## src/rtl/md5_accel_pkg.sv

```systemverilog
`default_nettype none
// +--------------------------------------------------------------------+
// | Package    : md5_accel_pkg                                         |
// | Description: Shared defaults, index-width helper and result record |
// |              for the MD5 accelerator result path.                  |
// | Revision   : 1.0 - initial release                                 |
// +--------------------------------------------------------------------+
package md5_accel_pkg;

   localparam int CAND_W_DEF    = 32;
   localparam int CNT_W_DEF     = 16;
   localparam int MAX_PIPELINES = 16;

   // Width of an index into n items; never less than one bit so that a
   // single-pipeline build still has a legal index port.
   function automatic int idx_width(input int n);
      return (n <= 1) ? 1 : $clog2(n);
   endfunction

   typedef struct packed {
      logic [CAND_W_DEF-1:0]               candidate;
      logic [$clog2(MAX_PIPELINES)-1:0]    pipeline;
      logic [31:0]                         timestamp;
   } result_t;

endpackage : md5_accel_pkg
`default_nettype wire

```

## src/rtl/md5_rr_arbiter.sv

```systemverilog
`default_nettype none
// +--------------------------------------------------------------------+
// | Module     : md5_rr_arbiter                                        |
// | Description: Round-robin arbiter with an owned rotating pointer.   |
// |              Grant is the first request at or after the pointer.   |
// | Revision   : 1.0 - initial release                                 |
// +--------------------------------------------------------------------+
// | Ports                                                              |
// |   clk       in   clock                                             |
// |   rst       in   synchronous active-high reset (pointer -> 0)      |
// |   req       in   N request lines                                   |
// |   advance   in   current grant is consumed; pointer moves past it  |
// |   grant     out  one-hot grant                                     |
// |   grant_idx out  binary index of grant                             |
// |   any       out  at least one request present                      |
// +--------------------------------------------------------------------+
module md5_rr_arbiter #(
   parameter int N     = 4,
   parameter int IDX_W = 2
) (
   input  logic             clk,
   input  logic             rst,
   input  logic [N-1:0]     req,
   input  logic             advance,
   output logic [N-1:0]     grant,
   output logic [IDX_W-1:0] grant_idx,
   output logic             any
);

   logic [IDX_W-1:0] ptr;

   // Scan N positions starting at the pointer, wrapping modulo N.
   always_comb begin : p_grant
      int j;
      grant     = '0;
      grant_idx = '0;
      any       = 1'b0;
      j         = 0;
      for (int k = 0; k < N; k++) begin
         j = int'(ptr) + k;
         if (j >= N) begin
            j = j - N;
         end
         if (!any && req[j]) begin
            any       = 1'b1;
            grant[j]  = 1'b1;
            grant_idx = IDX_W'(j);
         end
      end
   end

   always_ff @(posedge clk) begin
      if (rst) begin
         ptr <= '0;
      end else if (advance && any) begin
         ptr <= (grant_idx == IDX_W'(N - 1)) ? '0 : grant_idx + 1'b1;
      end
   end

endmodule : md5_rr_arbiter
`default_nettype wire

```

## src/rtl/md5_found_collector.sv

```systemverilog
`default_nettype none
// +--------------------------------------------------------------------+
// | Module     : md5_found_collector                                   |
// | Description: Latches per-pipeline MD5 hits into slots, arbitrates  |
// |              them round-robin into a valid/ready result stream,    |
// |              and tracks hit count, overrun and completion.         |
// | Revision   : 1.0 - initial release                                 |
// | Option     : MD5_FOUND_TIMESTAMP_EN - per-hit 32-bit cycle stamp   |
// +--------------------------------------------------------------------+
// | Ports                                                              |
// |   CLK              in   system clock                               |
// |   CPU_RESET        in   synchronous active-high reset              |
// |   clear            in   synchronous flush (same effect as reset)   |
// |   each_found       in   per-pipeline one-cycle hit pulse           |
// |   candidates       in   flattened candidates, slice i*CAND_W       |
// |   status_done      in   driver search space exhausted (level)      |
// |   result_valid     out  result register holds a hit               |
// |   result_ready     in   consumer accept                            |
// |   result_candidate out  matching candidate                         |
// |   result_pipeline  out  source pipeline index                      |
// |   result_timestamp out  capture cycle stamp (0 when option off)    |
// |   found_count      out  saturating hit counter                     |
// |   overrun          out  sticky: a hit was dropped                  |
// |   all_reported     out  pulse: done, nothing pending or presented  |
// +--------------------------------------------------------------------+
module md5_found_collector
   import md5_accel_pkg::*;
#(
   parameter  int PIPELINES = 4,
   parameter  int CAND_W    = CAND_W_DEF,
   parameter  int CNT_W     = CNT_W_DEF,
   localparam int IDX_W     = idx_width(PIPELINES)
) (
   input  logic                          CLK,
   input  logic                          CPU_RESET,
   input  logic                          clear,
   input  logic [PIPELINES-1:0]          each_found,
   input  logic [PIPELINES*CAND_W-1:0]   candidates,
   input  logic                          status_done,
   output logic                          result_valid,
   input  logic                          result_ready,
   output logic [CAND_W-1:0]             result_candidate,
   output logic [IDX_W-1:0]              result_pipeline,
   output logic [31:0]                   result_timestamp,
   output logic [CNT_W-1:0]              found_count,
   output logic                          overrun,
   output logic                          all_reported
);

   localparam logic [CNT_W-1:0] CNT_MAX = '1;

   logic                 sync_rst;
   logic [PIPELINES-1:0] pend;
   logic [PIPELINES-1:0] grant;
   logic [PIPELINES-1:0] freed;
   logic [PIPELINES-1:0] capture;
   logic [PIPELINES-1:0] lost;
   logic [IDX_W-1:0]     grant_idx;
   logic                 any_pend;
   logic                 advance;
   logic [4:0]           n_cap;
   logic [CNT_W+4:0]     cnt_sum;
   logic                 done_cond;
   logic                 done_cond_q;
   logic [CAND_W-1:0]    slot_cand [PIPELINES];

   assign sync_rst = CPU_RESET | clear;

   // The result register is free when empty or being handed off this cycle.
   assign advance = any_pend & (~result_valid | result_ready);

   md5_rr_arbiter #(
      .N     (PIPELINES),
      .IDX_W (IDX_W)
   ) u_arb (
      .clk       (CLK),
      .rst       (sync_rst),
      .req       (pend),
      .advance   (advance),
      .grant     (grant),
      .grant_idx (grant_idx),
      .any       (any_pend)
   );

   // A slot accepts a hit if empty, or if it is being drained into the
   // result register on this very edge (the register reads the old value).
   always_comb begin
      freed   = grant & {PIPELINES{advance}};
      capture = each_found & (~pend | freed);
      lost    = each_found & ~capture;
      n_cap   = '0;
      for (int i = 0; i < PIPELINES; i++) begin
         n_cap = n_cap + 5'(capture[i]);
      end
      cnt_sum = {5'd0, found_count} + (CNT_W + 5)'(n_cap);
   end

   always_ff @(posedge CLK) begin
      if (sync_rst) begin
         pend        <= '0;
         found_count <= '0;
         overrun     <= 1'b0;
      end else begin
         pend    <= (pend & ~freed) | capture;
         overrun <= overrun | (|lost);
         if (cnt_sum > {5'd0, CNT_MAX}) begin
            found_count <= CNT_MAX;
         end else begin
            found_count <= cnt_sum[CNT_W-1:0];
         end
      end
   end

   // Slot contents are qualified by pend, so they need no reset.
   for (genvar gi = 0; gi < PIPELINES; gi++) begin : g_slot
      always_ff @(posedge CLK) begin
         if (capture[gi]) begin
            slot_cand[gi] <= candidates[gi*CAND_W +: CAND_W];
         end
      end
   end

   always_ff @(posedge CLK) begin
      if (sync_rst) begin
         result_valid     <= 1'b0;
         result_candidate <= '0;
         result_pipeline  <= '0;
      end else if (advance) begin
         result_valid     <= 1'b1;
         result_candidate <= slot_cand[grant_idx];
         result_pipeline  <= grant_idx;
      end else if (result_ready) begin
         result_valid     <= 1'b0;
      end
   end

`ifdef MD5_FOUND_TIMESTAMP_EN
   logic [31:0] cycle_ctr;
   logic [31:0] stamp_q;
   logic [31:0] slot_stamp [PIPELINES];

   always_ff @(posedge CLK) begin
      if (sync_rst) begin
         cycle_ctr <= '0;
      end else begin
         cycle_ctr <= cycle_ctr + 32'd1;
      end
   end

   for (genvar gs = 0; gs < PIPELINES; gs++) begin : g_stamp
      always_ff @(posedge CLK) begin
         if (capture[gs]) begin
            slot_stamp[gs] <= cycle_ctr;
         end
      end
   end

   always_ff @(posedge CLK) begin
      if (sync_rst) begin
         stamp_q <= '0;
      end else if (advance) begin
         stamp_q <= slot_stamp[grant_idx];
      end
   end

   assign result_timestamp = stamp_q;
`else
   assign result_timestamp = '0;
`endif

   // Completion pulse on the rising edge of "done and nothing left in flight".
   assign done_cond = status_done & ~(|pend) & ~result_valid & ~(|each_found);

   always_ff @(posedge CLK) begin
      if (sync_rst) begin
         done_cond_q <= 1'b0;
      end else begin
         done_cond_q <= done_cond;
      end
   end

   assign all_reported = done_cond & ~done_cond_q & ~sync_rst;

endmodule : md5_found_collector
`default_nettype wire

```

## config.mk

```make
export PLATFORM = sky130hd
export DESIGN_NAME = md5_found_collector
export DESIGN_NICKNAME = d
export VERILOG_FILES = /design/src/rtl/md5_accel_pkg.sv /design/src/rtl/md5_rr_arbiter.sv /design/src/rtl/md5_found_collector.sv
export SDC_FILE = /design/constraint.sdc
export NUM_CORES = 1
export LEC_CHECK = 0
export CORE_MARGIN = 1.5
export CORE_UTILIZATION = 48
export CTS_CLUSTER_SIZE = 12
export DETAILED_ROUTE_END_ITERATION = 6
export HOLD_SLACK_MARGIN = 0.15
export PLACE_DENSITY = 0.83
export SETUP_SLACK_MARGIN = 0.15
export SYNTH_ARGS = -nofsm -noshare
export SYNTH_HDL_FRONTEND = slang
export SYNTH_SLANG_ARGS = --single-unit
```

## constraint.sdc

```tcl
create_clock -name CLK -period 6.55 [get_ports CLK]
set_input_delay 1.31 -clock CLK [delete_from_list [all_inputs] [get_ports CLK]]
set_output_delay 1.31 -clock CLK [all_outputs]
set_load 0.05 [all_outputs]
```

# Word-level counts from Yosys, hierarchy flattened
# Memories as Yosys holds them, arrays and structs flattened. A register that Yosys moved wholly into a read port is not among the register bits.
# Cells that the tools add are included.
dict set report op_classes {
  addsub 12
  magnitude_cmp 13
  n_eq_ne 1
  muxes 48
  bitwise 26
  reduce_logical 15
}
# operator n
set op_table {}
lappend op_table {{$ge A32 B1 Y1 const B} 4}
lappend op_table {{$lt A32 B4 Y1 const B} 4}
lappend op_table {{$mux W32} 4}
lappend op_table {{$ge A32 B4 Y1 const B} 3}
lappend op_table {{$sub A32 B4 Y32 const B} 3}
lappend op_table {{$mux W1} 26}
lappend op_table {{$or A4 B4 Y4} 5}
lappend op_table {{$add A16 B4 Y17} 1}
lappend op_table {{$gt A17 B16 Y1 const B} 1}
lappend op_table {{$and A4 B4 Y4} 4}
lappend op_table {{$mux W16} 1}
lappend op_table {{$mux W4} 4}
lappend op_table {{$not A4 Y4} 3}
lappend op_table {{$reduce_or A4 Y1} 3}
lappend op_table {{$mux W2} 5}
lappend op_table {{$bmux W1 S2} 4}
lappend op_table {{$demux W1 S2} 4}
lappend op_table {{$logic_and A1 B1 Y1} 8}
lappend op_table {{$add A2 B2 Y3 const B} 2}
lappend op_table {{$and A1 B1 Y1} 6}
lappend op_table {{$not A1 Y1} 5}
lappend op_table {{$add A3 B1 Y4} 1}
lappend op_table {{$sub A2 B3 Y4 const B} 1}
lappend op_table {{$add A2 B1 Y3} 1}
lappend op_table {{8 further kinds} 12}
dict set report word_totals {
  reg_bits 27
  ram_bits 128
  in_bits 137
  out_inout_bits 85
  wordCells 123
  memories 1
}
# memory depth width rd rd_clocked_by_memory_dff wr line
set mem_list {}
lappend mem_list {slot_cand 4 32 1 1 4 md5_found_collector.sv:65} ;# logic [CAND_W-1:0] slot_cand [PIPELINES];

# Logic depth before layout (Yosys ltp)
# Gate-level depths: netlist of run 1.
dict set report depth {
  ltp_word 25
  mapped_depth 21
  mapped_depth_nobuf 16
}

# By module
# Synthesis of run 1 repeated with hierarchy kept, for this count alone.
dict set report unflattened {
  hier_cells 547
  hier_area_um2 7830.0
}
# mod instances cells_each area_per_inst_um2 seq_area_each_um2
set modules_own_cells {}
lappend modules_own_cells {md5_found_collector 1 485 7264.5 4984.8}
lappend modules_own_cells {md5_rr_arbiter 1 62 565.5 40.0}

# Least setup slack after synthesis of run 1
# OpenSTA, ideal clock, no wires.
dict set report synth_timing {
  path_type {flip-flop to flip-flop}
  start {register (tool-made name)}
  end {register found_count[10]}
  setup_time_ns 0.133
  t_arrival_ns 4.645
  t_required_ns 6.417
  path_slack_ns 1.772
  stages_incl_launch_ff 20
  n_path_buf 5
  synth_period_minus_slack_ns 4.778
  cell_sequence {dfxtp_1 > clkbuf_2 > buf_6 > inv_1 > ha_1 > buf_6 > mux4_2 > buf_6 > nand2_1 > o31ai_1 > a31oi_1 > a31oi_1 > o21a_1 > fa_1 > fa_1 > nand4_1 > nor2_1 > nand3_1 > clkbuf_1 > a21oi_1}
}
# element line
set synth_lines {}
lappend synth_lines {{to (signal assigned)} md5_found_collector.sv:109} ;# found_count <= cnt_sum[CNT_W-1:0];
lappend synth_lines {{to (decl)} md5_found_collector.sv:45} ;# output logic [CNT_W-1:0] found_count,

==> results.md, run 1 <==
- Placed instance area: 9770 um2
- WL final: 18,700 um
- Fmax: 182 MHz
- Post-synth top area share: 49.0%
- DRT Pass-1 Iters: 5
- Register bit total from synthesis: 187
- GRT Total Usage: 22.6%
- Top FF cell, synth: edfxtp_1
- Most frequent cells after synthesis: 128 x edfxtp_1, 80 x nand2_1, 59 x dfxtp_1
- Post-CTS Hold Fix Bufs: 0
- Fin crit share: 83.7%
- Longest Clk Path Bufs: 2
- Power Dens Cells: 270 nW/um2
- First-pass GRT wire length: 28,400 um
- Pleak: 3.66 nW
- Endpoint class of the critical path: register
- Critical path arrival: 5.84 ns
- Critical Path RT: 6.90 ns
- Die width: 131 um
- Post-DP HPWL: 12,600 um
- Initial DRC Count: 352
- Max Slew Vio Count: 0
- # H-tree levels: 4
- Final worst slack: 1.07 ns
- Clock Skew: 0.00882 ns
- Initial antenna violation count: 0
- Total clock sinks: 187
- CTS tree: done
- Post-synth EDFFs: 128
- Worst hold path type: reg2reg
- Worst path max stage delay: 0.77 ns
- Root Driver: clkbuf_16
- Slowest cell on crit path: dfxtp_1
- Yosys warning count: 0
- RSZ-0062 raised after global routing: false
- Setup TNS: 0 ns
- Status: finished clean
- TritonCTS buffer count: 17
- Pwr Total: 2.79 mW
- Routability cong.: 0.883
- Fin area: 10,300 um2
- Hold Startpoint: result_pipeline[1]$_SDFFE_PN0P_
- Post-DR wirelength/cell: 18.4 um
- Clk Latency, worst-skew pair: 0.43 ns
- Seq/Total Area, Yosys: 64.1%
- Syn_area_per_cell: 12.9 um2
- Most common cell in the netlist: edfxtp_1
- Post-route minimum period: 5.48 ns
- Pin count of the biggest net entering global routing: 65
- Cell depth of the worst min-delay path: 2
- Initial Utilization: 49.2%
- Critical path type: reg2reg
- IO Port Bufs: 189
- DR vias: 5,522
- Asr flop ratio synth: 0%
- Nets: 933
- Mapped Cells: 608
- Die height: 131 um
- Final Setup Violations: 0
- Worst-path fanout max: 16
- Mapped Area: 7840 um2
- DR DRC count: 0
- Core area: 15,900 um2
- Final hold vios: 0
- Die area: 17,100 um2
- Crit-path most repeated cell: fa_1
- Slew margin rel.: 24.7%
- Worst Max-Slew Pin Slew: 1.12 ns
- Diode count: 0
- FP Rows: 46
- DR vias/cell: 5.44
- I/O pin cnt: 222
- Post-CTS setup buffers: 0
- Area grow syn2layout: 31.7%
- Layout cell share with drive strength beyond 1: 8.01%
- Reg2Reg Depth: 15
- Clock Pin Slew Worst Setup and Hold Paths: 0.06 ns
- Post-synth top area cell: edfxtp_1
- Vias in the first global route: 5,378
- Setup Slack @ Placement: 1.19 ns
- Crit-path cells: inv_1 > ha_1 > mux4_2 > a21o_1 > o221a_1 > a311oi_2 > nand2b_1 > fa_1 > inv_1 > fa_1 > fa_1 > nand4_1 > nor2_1 > nand3_1 > a21oi_1
- Synth area leaders: edfxtp_1 49%, dfxtp_1 15%, nand2_1 3.8%
- CP startpoint kind: register
- Max-cap violations: 0
- Netlist cell types: 57
- Total grt overflow: 0
- Peak ir drop on the vdd network: 175 uV
- Post-CTS sizing: 0
- Antenna viol nets, final: 0
==> final cells by class <==
class | count | area, um2
fill | 1152 | 5610
multi-input combinational | 364 | 2450
inverter | 19 | 71.3
timing repair buffer | 198 | 1960
clock buffer | 20 | 437
sequential | 187 | 5020
tap | 216 | 270
clock inverter | 11 | 121
==> critical path: cells and delay by family, from the launching register on <==
kind / cells / cell delay, ns
compound gates: 4 / 1.08
buf+inv: 2 / 0.33
flops: 1 / 0.77
fa+ha+maj: 4 / 1.41
simple gates: 4 / 1.13
mux: 1 / 0.67
==> metrics by stage <==
stage                     util [%]  cells  hold slack [ns]
final                         64.8   1015            0.510
after floorplan                  -    639            0.507
after CTS                     64.8   1015            0.511
after detailed placement      61.3    984            0.498
after global routing          64.8   1015            0.539
after global placement        61.3    984            0.489
==> report_power, final <==
part / total (mW) / internal [mW] / leakage (nW) / switching, mW
Clock: 0.982 / 0.561 / 0.276 / 0.421
Sequential: 1.37 / 1.34 / 1.72 / 0.0319
Combinational: 0.440 / 0.171 / 1.66 / 0.269
Total: 2.79 / 2.07 / 3.66 / 0.722
==> cells by family after synthesis <==
group,synth area share (%)
DFF,64.1
and+or+nand+nor,8.01
AOI/OAI and AO/OA,11.4
buffers and inverters,6.64
muxes,6.70
xor gates and xnor gates,1.45
adders and majority gates,1.72
other,0.0478
==> layout by cell type (no fill, tap or decap), types with 6 or more instances in the layout <==
cell / count
buf_4: 9
clkdlybuf4s50_1: 189
o221ai_1: 32
nand2_1: 80
clkbuf_16: 17
dfxtp_1: 59
ha_1: 6
o21ai_0: 6
a31oi_1: 37
nand3_1: 13
mux2_2: 11
mux2_1: 25
conb_1: 32
xnor2_1: 8
a21oi_1: 22
nor2_1: 22
edfxtp_1: 128
inv_1: 19
==> path summary, 6_finish.rpt <==
check,to,slack (ns)
setup / recovery,found_count[0]$_SDFF_PN0_,1.07
hold / removal,result_pipeline[1]$_SDFFE_PN0P_,0.51
setup reg to reg,found_count[0]$_SDFF_PN0_,1.07
hold reg to reg,result_pipeline[1]$_SDFFE_PN0P_,0.51
==> per-layer routing <==
metal	vias to the layer above	global-route usage (%)	wire [um]
met5	-	0	0
li1	2559	-	-
met4	0	9.11	545
met3	36	5.94	1260
met1	2664	27.2	7380
met2	263	38.7	9520
==> state kept, by name, summed over array words and instances (netlist names), named ones only <==
name              cells
slot_cand           128
result_candidate     32
found_count          16
pend                  4
result_pipeline       2
done_cond_q           1
overrun               1
result_valid          1
u_arb.ptr             1
No activity file was read; power rests on OpenSTA's default activity.
==> run 2: changes to the inputs <==
clock period = 5.1 ns   (was 6.55 ns; I/O delays follow)
==> run 2 against run 1 <==
  * Clock skew is 0.0027 ns higher
  * Clock-buffer cell count is the same
  * Non-clock buffer count is 6 higher
  * Core utilization grew 0.47 points
  * Sequential share of layout area fell by 0.35 points
==> results.md, run 2 (synthesis results as in run 1) <==
- I/O pin cnt: 222
- Post-CTS setup buffers: 0
- Diode count: 0
- Reg-to-reg endpoint: found_count[1]$_SDFF_PN0_
- Post-CTS Hold Fix Bufs: 0
- CTS tree: done
- Layout cell share with drive strength beyond 1: 8.93%
- Core area: 15,900 um2
- Worst path max stage delay: 0.66 ns
- Status: finished clean
- Clock Skew: 0.0115 ns
- Critical Path RT: 5.46 ns
- Slowest cell on crit path: mux4_2
- Hold Startpoint: result_pipeline[0]$_SDFFE_PN0P_
- Biggest register: slot_cand
- GRT Total Usage: 23.4%
- Fmax: 219 MHz
- Worst Path Buf+Inv: 2
- DR vias: 5,577
- Nets: 939
- Critical path arrival: 4.93 ns
- Slew margin rel.: 26.0%
- Clock Pin Slew Worst Setup and Hold Paths: 0.07 ns
- Largest regs: slot_cand (128), result_candidate (32), found_count (16)
- Fin crit share: 89.6%
- Post-DR wirelength/cell: 18.9 um
- Worst hold path type: reg2reg
- Total clock sinks: 187
- Endpoint class of the critical path: register
- Post-CTS sizing: 0
- DR vias/cell: 5.46
- Initial antenna violation count: 0
- Post-route minimum period: 4.57 ns
- Number of flip-flops in the largest register: 128
- Crit-path cells: inv_1 > ha_1 > mux4_2 > a21o_1 > o221a_1 > a311oi_2 > nand2b_1 > fa_1 > inv_1 > fa_1 > fa_1 > nand4_1 > nor2_1 > nand3_2 > a21oi_1
- Hold-critical path endpoint: result_pipeline[0]$_SDFFE_PN0P_
- TritonCTS buffer count: 17
- Commonest non-fill, non-tap cells in the layout: 189 x clkdlybuf4s50_1, 128 x edfxtp_1, 80 x nand2_1
- First-pass GRT wire length: 29,500 um
- Die height: 131 um
- Vias in the first global route: 5,453
- Worst-path fanout max: 14
- Die width: 131 um
- Critical path type: reg2reg
- Max-cap violations: 0
- Total grt overflow: 0
- Power Dens Cells: 351 nW/um2
- Post-DP HPWL: 12,800 um
- Family with the most delay on the worst path: adder cells
- Cell depth of the worst min-delay path: 2
- Crit-path most repeated cell: fa_1
- DRT Pass-1 Iters: 5
- RSZ-0062 raised after global routing: false
- Max Slew Vio Count: 0
- Worst Max-Slew Pin Slew: 1.10 ns
- Hold Worst Slack: 0.514 ns
- # H-tree levels: 4
- Final Setup Violations: 0
- IO Port Bufs: 189
- Initial Utilization: 49.2%
- Reg2Reg Setup Slack: 0.53 ns
- WL final: 19,300 um
- Longest Clk Path Bufs: 2
- Clk Latency, worst-skew pair: 0.43 ns
- CP startpoint kind: register
- Most common cell after layout, fill and taps aside: clkdlybuf4s50_1
- Pin count of the biggest net entering global routing: 49
- Peak ir drop on the vdd network: 200 uV
- Initial DRC Count: 365
- DR DRC count: 0
- Area grow syn2layout: 32.7%
- Die area: 17,100 um2
- FP Rows: 46
- Pleak: 3.70 nW
- Final hold vios: 0
- Routability cong.: 0.909
- Root Driver: clkbuf_16
- Reg2Reg Depth: 15
- Setup TNS: 0 ns
- Antenna viol nets, final: 0
run 2: cell count changes in the layout (fill, tap and decap cells not counted), sizes merged:
cell	before	now
clkinv	5	4
inv	22	24
buf	9	15
run 2: worst max path at each step:
stage,to,start,depth (start not counted)
after floorplan,found_count[10]$_SDFF_PN0_,register,19
after global placement,found_count[1]$_SDFF_PN0_,register,15
after detailed placement,found_count[1]$_SDFF_PN0_,result_ready,14
after CTS,found_count[1]$_SDFF_PN0_,register,15
after global routing,found_count[2]$_SDFF_PN0_,register,15
final,found_count[1]$_SDFF_PN0_,register,15
run 2: layout make-up:
class / instances / area [um2]
tap: 216 / 270
multi-input combinational: 364 / 2450
timing repair buffer: 204 / 2000
clock inverter: 12 / 136
fill: 1146 / 5540
inverter: 19 / 71.3
clock buffer: 20 / 447
sequential: 187 / 5020
run 2: routing by layer:
metal	global-route usage [%]	routed length, um
met1	28.9	7550
met2	40.1	10000
met3	5.13	1230
met4	9.70	520
met5	0	0
run 2: tightest hold or removal path, stage by stage (launching register included):
cell	delay, ns
dfxtp_1	0.31
nor2_1	0.10
a211oi_1	0.05
run 2: where the power goes:
group          total, mW  switching, mW  internal [mW]
sequential          1.76         0.0365           1.72
combinational      0.577          0.354          0.223
clock               1.32          0.575          0.743
total               3.65          0.966           2.69
run 2: metrics by stage:
stage | instance area [um2] | setup WS (ns) | util, % | power (mW) | std cells
6_report | 10400 | 0.529 | 65.3 | 3.65 | 1022
3_3_place_gp | 9820 | 0.526 | 61.6 | 2.36 | 990
4_1_cts | 10400 | 0.382 | 65.2 | 3.67 | 1022
5_1_grt | 10400 | 0.165 | 65.3 | 3.78 | 1022
3_5_place_dp | 9820 | 0.378 | 61.6 | 2.37 | 990
2_1_floorplan | 7960 | 0.322 | - | 2.15 | 639
